## src/rtl/cmsdk_ahb_default_slave_ext.sv

```systemverilog
// AHB default slave: zero-wait OKAY for IDLE/BUSY, WAIT_STATES waits then a two-cycle ERROR for
// NONSEQ/SEQ, saturating error counter; first-fault capture when DEFAULT_SLAVE_ERR_CAPTURE_EN is defined.
module cmsdk_ahb_default_slave_ext #(
    parameter int ADDR_WIDTH  = 32,
    parameter int WAIT_STATES = 0,
    parameter int CNT_WIDTH   = 8
) (
    input  logic                  HCLK,
    input  logic                  HRESETn,
    input  logic                  HSEL,
    input  logic [ADDR_WIDTH-1:0] HADDR,
    input  logic [1:0]            HTRANS,
    input  logic                  HWRITE,
    input  logic                  HREADY,
    output logic                  HREADYOUT,
    output logic [1:0]            HRESP,
    input  logic                  ERR_CLR,
    output logic [CNT_WIDTH-1:0]  ERR_COUNT,
    output logic                  ERR_VALID,
    output logic [ADDR_WIDTH-1:0] ERR_ADDR,
    output logic                  ERR_WRITE
);

    localparam logic [1:0] ST_IDLE = 2'd0;
    localparam logic [1:0] ST_WAIT = 2'd1;
    localparam logic [1:0] ST_ERR1 = 2'd2;
    localparam logic [1:0] ST_ERR2 = 2'd3;

    localparam logic [1:0]           ST_HIT    = (WAIT_STATES > 0) ? ST_WAIT : ST_ERR1;
    localparam logic [3:0]           WAIT_LOAD = (WAIT_STATES > 0) ? 4'(WAIT_STATES - 1) : 4'd0;
    localparam logic [CNT_WIDTH-1:0] CNT_MAX   = '1;

    logic [1:0] state, state_nxt;
    logic [3:0] wait_cnt, wait_cnt_nxt;
    logic       accept;
    logic       accept_taken;
    logic       unused_htrans;

    assign accept        = HSEL & HREADY & HTRANS[1];
    // Only IDLE and ERR2 complete a data phase, so only there can a new transfer be taken.
    assign accept_taken  = accept & ((state == ST_IDLE) | (state == ST_ERR2));
    assign unused_htrans = HTRANS[0];

    // NOTE: every always_comb output gets a default first so no path leaves it unassigned (no latch).
    always_comb begin
        state_nxt    = state;
        wait_cnt_nxt = wait_cnt;
        case (state)
            ST_IDLE: begin
                if (accept) begin
                    state_nxt    = ST_HIT;
                    wait_cnt_nxt = WAIT_LOAD;
                end
            end
            ST_WAIT: begin
                if (wait_cnt == 4'd0) state_nxt = ST_ERR1;
                else                  wait_cnt_nxt = wait_cnt - 4'd1;
            end
            ST_ERR1: state_nxt = ST_ERR2;
            ST_ERR2: begin
                if (accept) begin
                    state_nxt    = ST_HIT;
                    wait_cnt_nxt = WAIT_LOAD;
                end else begin
                    state_nxt = ST_IDLE;
                end
            end
            default: state_nxt = ST_IDLE;
        endcase
    end

    // NOTE: sequential state uses non-blocking assignments so all flops update from pre-edge values.
    always_ff @(posedge HCLK or negedge HRESETn) begin
        if (!HRESETn) begin
            state     <= ST_IDLE;
            wait_cnt  <= 4'd0;
            HREADYOUT <= 1'b1;
            HRESP     <= 2'b00;
        end else begin
            state     <= state_nxt;
            wait_cnt  <= wait_cnt_nxt;
            HREADYOUT <= (state_nxt == ST_IDLE) | (state_nxt == ST_ERR2);
            HRESP     <= {1'b0, (state_nxt == ST_ERR1) | (state_nxt == ST_ERR2)};
        end
    end

    // Clear wins over increment, but a coincident fault still counts as the first one.
    always_ff @(posedge HCLK or negedge HRESETn) begin
        if (!HRESETn) begin
            ERR_COUNT <= '0;
        end else if (ERR_CLR) begin
            ERR_COUNT <= accept_taken ? CNT_WIDTH'(1) : '0;
        end else if (accept_taken && (ERR_COUNT != CNT_MAX)) begin
            ERR_COUNT <= ERR_COUNT + CNT_WIDTH'(1);
        end
    end

`ifdef DEFAULT_SLAVE_ERR_CAPTURE_EN
    always_ff @(posedge HCLK or negedge HRESETn) begin
        if (!HRESETn) begin
            ERR_VALID <= 1'b0;
            ERR_ADDR  <= '0;
            ERR_WRITE <= 1'b0;
        end else if (ERR_CLR) begin
            ERR_VALID <= accept_taken;
            ERR_ADDR  <= accept_taken ? HADDR : '0;
            ERR_WRITE <= accept_taken & HWRITE;
        end else if (accept_taken && !ERR_VALID) begin
            ERR_VALID <= 1'b1;
            ERR_ADDR  <= HADDR;
            ERR_WRITE <= HWRITE;
        end
    end
`else
    logic unused_capture;
    assign unused_capture = ^{HADDR, HWRITE};
    assign ERR_VALID      = 1'b0;
    assign ERR_ADDR       = '0;
    assign ERR_WRITE      = 1'b0;
`endif

endmodule

```

## config.mk

```make
export PLATFORM = sky130hd
export DESIGN_NAME = cmsdk_ahb_default_slave_ext
export DESIGN_NICKNAME = d
export VERILOG_FILES = /design/src/rtl/cmsdk_ahb_default_slave_ext.sv
export SDC_FILE = /design/constraint.sdc
export NUM_CORES = 1
export LEC_CHECK = 0
export CAP_MARGIN = 20
export CORE_ASPECT_RATIO = 0.8
export CORE_MARGIN = 2
export CORE_UTILIZATION = 35
export DETAILED_ROUTE_END_ITERATION = 10
export GPL_ROUTABILITY_DRIVEN = 0
export GPL_TIMING_DRIVEN = 1
export PLACE_DENSITY = 0.91
export SLEW_MARGIN = 20
export SYNTH_ARGS = -nofsm -noshare
export SYNTH_HDL_FRONTEND = slang
export SYNTH_SLANG_ARGS = --single-unit
```

## constraint.sdc

```tcl
create_clock -name HCLK -period 2.4 [get_ports HCLK]
set_input_delay 0.6 -clock HCLK [delete_from_list [all_inputs] [get_ports HCLK]]
set_output_delay 0.6 -clock HCLK [all_outputs]
set_load 0.02 [all_outputs]
```

==> results of run 1 <==
## synth_stat cells, drive strengths merged (2+ instances only)
cell type,instances,area (um2)
mux2i,3,30.0
a21oi,5,25.0
o21ai,5,25.0
nand2,8,30.0
buf,37,274
ha,7,87.6
nor3,4,20.0
nor4,2,12.5
dfrtp,14,350
or3,2,12.5
inv,7,26.3
nor2,5,18.8
nand4b,2,32.5
nand3b,2,15.0
nand3,7,40.0
## per-stage QoR
stage,cells,hold WS (ps)
floorplan,161,304
global placement,179,493
detailed placement,179,489
CTS,183,500
global route,183,533
finish,183,496
## layout make-up
type                            count  area (um2)  area share
Tap cell                           40        50.0      0.0392
Inverter                            7        26.3      0.0206
Sequential cell                    15         377       0.295
Timing Repair Buffer               15         150       0.118
Multi-Input combinational cell    102         629       0.493
Clock buffer                        4        45.0      0.0353
## per-layer routing
| layer | up-vias | GRT usage |
|---|---|---|
| met5 | - | 0 |
| met4 | 0 | 0.0252 |
| met3 | 2 | 0.0466 |
| met2 | 26 | 0.147 |
| met1 | 363 | 0.144 |
| li1 | 401 | - |
## worst max path at each step
stage / from / end / slack [ps] / depth (start not counted)
final: HREADYOUT / HREADYOUT / 450 / 1
after global placement: HTRANS[1] / ERR_COUNT[4] / 270 / 5
after global routing: state[1] / ERR_COUNT[3] / 330 / 6
after CTS: HREADYOUT / HREADYOUT / 440 / 1
after floorplan: state[1] / ERR_COUNT[3] / 610 / 6
after detailed placement: HTRANS[1] / ERR_COUNT[4] / 250 / 5
## cell families (layout without fill, tap and decap cells)
group / Yosys count / in the layout / synth area share
AOI/OAI and AO/OA: 18 / 18 / 0.117
xor gates and xnor gates: 1 / 1 / 0.00743
adders and majority gates: 7 / 7 / 0.0743
buffers and inverters: 44 / 26 / 0.255
DFF: 15 / 15 / 0.320
muxes: 3 / 3 / 0.0255
other: 1 / 35 / 0.00318
and+or+nand+nor: 38 / 38 / 0.199
## flip-flops by register name, indices dropped and copies added, names as in the netlist
| name | cells |
|---|---|
| state | 2 |
| ERR_COUNT | 8 |
| wait_cnt | 4 |
| HREADYOUT | 1 |
## power by group through the flow
stage / Combinational [W] / Clock (W) / Sequential [W]
after floorplan: 0.000507 / 0 / 0.000408
after global placement: 0.000588 / 0 / 0.000397
after detailed placement: 0.000607 / 0 / 0.000402
after CTS: 0.000611 / 0.000213 / 0.000398
after global routing: 0.000678 / 0.000226 / 0.000408
final: 0.000608 / 0.000207 / 0.000397
==> results.py, run 1 <==
metrics = {
    "detailed_routing": {
        "route.met3.wl_um": 135,
        "routed_wl_um": 1920,
        "routed_via_density": 4.33,
        "wl_met1_um": 867,
        "drcViolationCount": 0,
        "wire_per_inst_um": 10.5,
        "routed-wl-met2_um": 907,
        "highest_layer": "met4",
        "antenna_left": 0,
        "drt_iter0_markers": 46,
        "dr.pass1.iters": 4,
        "num_vias": 792,
    },
    "global_routing": {
        "first_global_vias": 645,
        "grt_max_degree": 16,
        "grt_usage": 0.104,
        "grt_pass1_wl_um": 3020,
        "antenna_found_initial": 0,
        "grt_overflow": 0,
    },
    "sta": {
        "hold_viol_final": 0,
        "post-route-period-util": 0.814,
        "min_period_ps": 1950,
        "finClkSkew_ps": 1.46,
        "timing.fmax_mhz": 512,
        "worst_slew_pin_slew_ps": 687,
        "slew_headroom": 0.541,
        "grt_setup_unrepaired": "false",
        "slew_viol_final": 0,
        "setup_violations": 0,
        "fin_ws_ps": 447,
        "fin_tns_setup_ps": 0,
    },
    "floorplanning": {
        "coreArea_um2": 3150,
        "dieArea_um2": 3850,
        "io_pins": 85,
        "start_util": 0.374,
        "die_w_um": 68.9,
        "die_y_um": 55.9,
        "rows": 18,
    },
    "hold_path": {
        "holdPathEnd": "wait_cnt[0]",
        "hp-start": "wait_cnt[0]",
        "hold_path_depth": 1,
        "hold_class": "reg -> reg",
    },
    "clock_tree": {
        "cts_max_level": 1,
        "post_cts_buffers": 0,
        "clkTransAtPathRegs_ps": 60,
        "clockBufferDepth": 2,
        "clkSinkCount": 15,
        "insertion_delay_ps": 250,
        "cts-root-buf": "clkbuf_8",
        "numCtsBuffers": 3,
        "cts_tree": "built",
        "cts_hold_buf": 0,
        "cts_resized": 0,
    },
    "critical_path": {
        "timing.rr.end": "ERR_COUNT[3]",
        "reg2reg_from": "state[1]",
        "cp.arrival_ps": 1350,
        "path_cells": "clkdlybuf4s50_1",
        "slowest_delay_ps": 590,
        "crit_type": "reg -> out",
        "slowest_stage": "clkdlybuf4s50_1",
        "cp.required_ps": 1800,
        "startpoint_type": "flop",
        "r2r_cells": 6,
        "path_max_fanout": 1,
        "critPathBufInv": 1,
        "end_kind": "output pin",
        "reg2reg_slack_ps": 450,
        "crit_family": "buffers and inverters",
    },
    "power": {
        "clkPwrFrac": 0.171,
        "p_leak_nw": 0.579,
        "switchingPower_w": 0.000491,
        "power.total_w": 0.00121,
        "sw_frac_of_total": 0.405,
        "peakVddDrop_uv": 270,
        "p_int_w": 0.000721,
        "p_seq_frac": 0.328,
        "power_frac_comb": 0.501,
        "p_per_area_nw_per_um2": 949,
    },
    "layout": {
        "drive_gt1_frac": 0.0909,
        "antenna_cells": 0,
        "nNetsFinal": 191,
        "design_area_um2": 1280,
        "syn_to_final_growth_pct": 8.39,
        "final_cell_mix": "35 x conb_1, 15 x clkdlybuf4s50_1, 14 x dfrtp_1",
        "utilization": 0.405,
        "final_common_cell": "conb_1",
        "fillerInstances": 315,
    },
    "place": {
        "dp_hpwl_um": 1560,
        "numPortBuffers": 15,
        "dpl_cell_area_um2": 1230,
        "place_ws_ps": 246,
    },
    "yosys": {
        "ys_seq_area_frac": 0.320,
        "synth_cell_types": 37,
        "netlist_area_um2": 1180,
        "synth_enable_flop_cells": 0,
        "syn_avg_cell_area_um2": 9.28,
        "synthArstFlopShare": 1.00,
        "synth_ff_type": "dfrtp_1",
        "ys_seq_elements": 15,
        "synth_cells": 127,
        "yosys_warnings": 0,
    },
    "run_status": {
        "status": "finished clean",
    },
    "run": {
        "max-cap-violations": 0,
    },
}
(Power assumes the default switching activity.)
==> inputs of run 2 (changes only) <==
- CORE_UTILIZATION: 35 -> 31
- PLACE_DENSITY: 0.91 -> 0.86
- clock period: 2.4 -> 1.65 ns (I/O delays scaled with it)
==> results.py, run 2 (same netlist as run 1, synthesis figures left out) <==
metrics = {
    "hold_path": {
        "hold_class": "in -> async",
    },
    "run": {
        "max-cap-violations": 0,
    },
    "layout": {
        "antenna_cells": 0,
        "ff_latch_area_um2": 378,
        "utilization": 0.382,
        "fillerInstances": 388,
        "registers.top_by_ff_count": "ERR_COUNT",
        "largest_reg_flops": 8,
        "drive_gt1_frac": 0.239,
        "final_common_cell": "conb_1",
        "nNetsFinal": 207,
        "largestRegisters": "ERR_COUNT (8), wait_cnt (4), state (2)",
        "syn_to_final_growth_pct": 20.8,
        "fin_cells": 203,
        "multi_input_area_um2": 656,
        "final_cell_mix": "35 x conb_1, 15 x buf_4, 13 x dfrtp_1",
    },
    "clock_tree": {
        "cts-root-buf": "clkbuf_8",
        "cts_tree": "built",
        "clkSinkCount": 15,
        "numCtsBuffers": 3,
        "insertion_delay_ps": 240,
        "clkTransAtPathRegs_ps": 60,
        "clockBufferDepth": 2,
        "cts_max_level": 1,
    },
    "floorplanning": {
        "coreArea_um2": 3730,
        "start_util": 0.316,
        "io_pins": 85,
        "dieArea_um2": 4310,
        "rows": 20,
        "die_y_um": 59.2,
        "die_w_um": 72.9,
    },
    "power": {
        "power_frac_comb": 0.571,
        "p_per_area_nw_per_um2": 1400,
        "peakVddDrop_uv": 393,
        "sw_frac_of_total": 0.383,
        "power.total_w": 0.00199,
        "clkPwrFrac": 0.145,
        "p_seq_frac": 0.285,
        "switchingPower_w": 0.000762,
        "p_int_w": 0.00123,
        "p_leak_nw": 0.705,
    },
    "detailed_routing": {
        "antenna_left": 0,
        "num_vias": 868,
        "routed_via_density": 4.28,
        "dr.pass1.iters": 4,
        "routed_wl_um": 2080,
        "drcViolationCount": 0,
        "drt_iter0_markers": 33,
        "wire_per_inst_um": 10.2,
    },
    "global_routing": {
        "grt_pass1_wl_um": 3470,
        "antenna_found_initial": 0,
        "first_global_vias": 834,
        "grt_max_degree": 16,
        "grt_usage": 0.107,
        "grt_overflow": 0,
    },
    "sta": {
        "grt_setup_unrepaired": "true",
        "fin_ws_ps": -12.7,
        "slew_viol_final": 0,
        "finClkSkew_ps": 3.69,
        "fin_tns_setup_ps": -12.7,
        "timing.fmax_mhz": 601,
        "min_period_ps": 1660,
        "hold_viol_final": 0,
        "post-route-period-util": 1.01,
        "setup_violations": 1,
    },
    "critical_path": {
        "cp.arrival_ps": 1830,
        "path_max_fanout": 4,
        "startpoint_type": "flop",
        "end_kind": "flop",
        "reg2reg_from": "state[1]",
        "timing.rr.end": "ERR_COUNT[3]",
        "reg2reg_slack_ps": -10,
        "cp.required_ps": 1820,
        "r2r_cells": 6,
        "crit_type": "reg -> reg",
    },
    "place": {
        "numPortBuffers": 15,
        "dp_hpwl_um": 1620,
        "place_ws_ps": -256,
        "placed_cells": 197,
    },
    "run_status": {
        "status": "finished, violations left",
        "failed_checks": "setup timing",
    },
}
## run 2: cell count changes in the layout (fill, tap and decap cells not counted), sizes merged
| cell | change |
|---|---|
| clkdlybuf4s50 | -11 |
| dlymetal6s2s | +1 |
| buf | +16 |
| dlygate4sd2 | +10 |
## run 2: repair_timing
| item | in CTS | in global routing |
|---|---|---|
| buffers inserted | 0 | 2 |
| resized for setup | 10 | 9 |
| pin swaps | 0 | 2 |
| setup endpoints to repair | 11 | 7 |
| hold buffers | 0 | 0 |
## run 2: cell type report
class,count,area share
inverter,7,0.0185
tap,44,0.0387
multi-input combinational,102,0.460
timing repair buffer,31,0.185
sequential,15,0.265
clock buffer,4,0.0316
## run 2: worst max-delay path, stage by stage, from the launching register on
cell and delay (ps):
dfrtp_1 390, inv_2 80, ha_4 200, nand4b_4 180, or2_4 260, or3_1 360
a21oi_2 110
## run 2: worst max-delay path by stage
stage                         start      endpoint  cells past startpoint
final                      state[1]  ERR_COUNT[3]                      6
after floorplan            state[1]  ERR_COUNT[3]                      6
after global routing       state[1]  ERR_COUNT[3]                      6
after global placement    HTRANS[1]  ERR_COUNT[3]                      5
after detailed placement  HTRANS[1]  ERR_COUNT[3]                      5
after CTS                  state[1]  ERR_COUNT[3]                      6
## run 2: through the flow
step                cell area, um2  hold slack [ps]
floorplan                     1320              117
global placement              1360              496
detailed placement            1360              494
CTS                           1390              491
global route                  1420              495
finish                        1420              488
## run 2: layer usage
metal / routed length, um / GRT usage / vias up / share of wire
li1: - / - / 433 / -
met1: 902 / 0.124 / 407 / 0.43
met2: 1040 / 0.177 / 26 / 0.50
met3: 128 / 0.0493 / 2 / 0.062
met4: 9 / 0.0344 / 0 / 0.0043
met5: 0 / 0 / - / 0
## run 2: power by group through the flow
stage               Clock (W)  Combinational (W)  Sequential, W
global route         0.000321            0.00127       0.000582
CTS                  0.000300            0.00108       0.000569
floorplan                   0           0.000785       0.000597
global placement            0            0.00107       0.000570
finish               0.000288            0.00114       0.000567
detailed placement          0            0.00110       0.000574
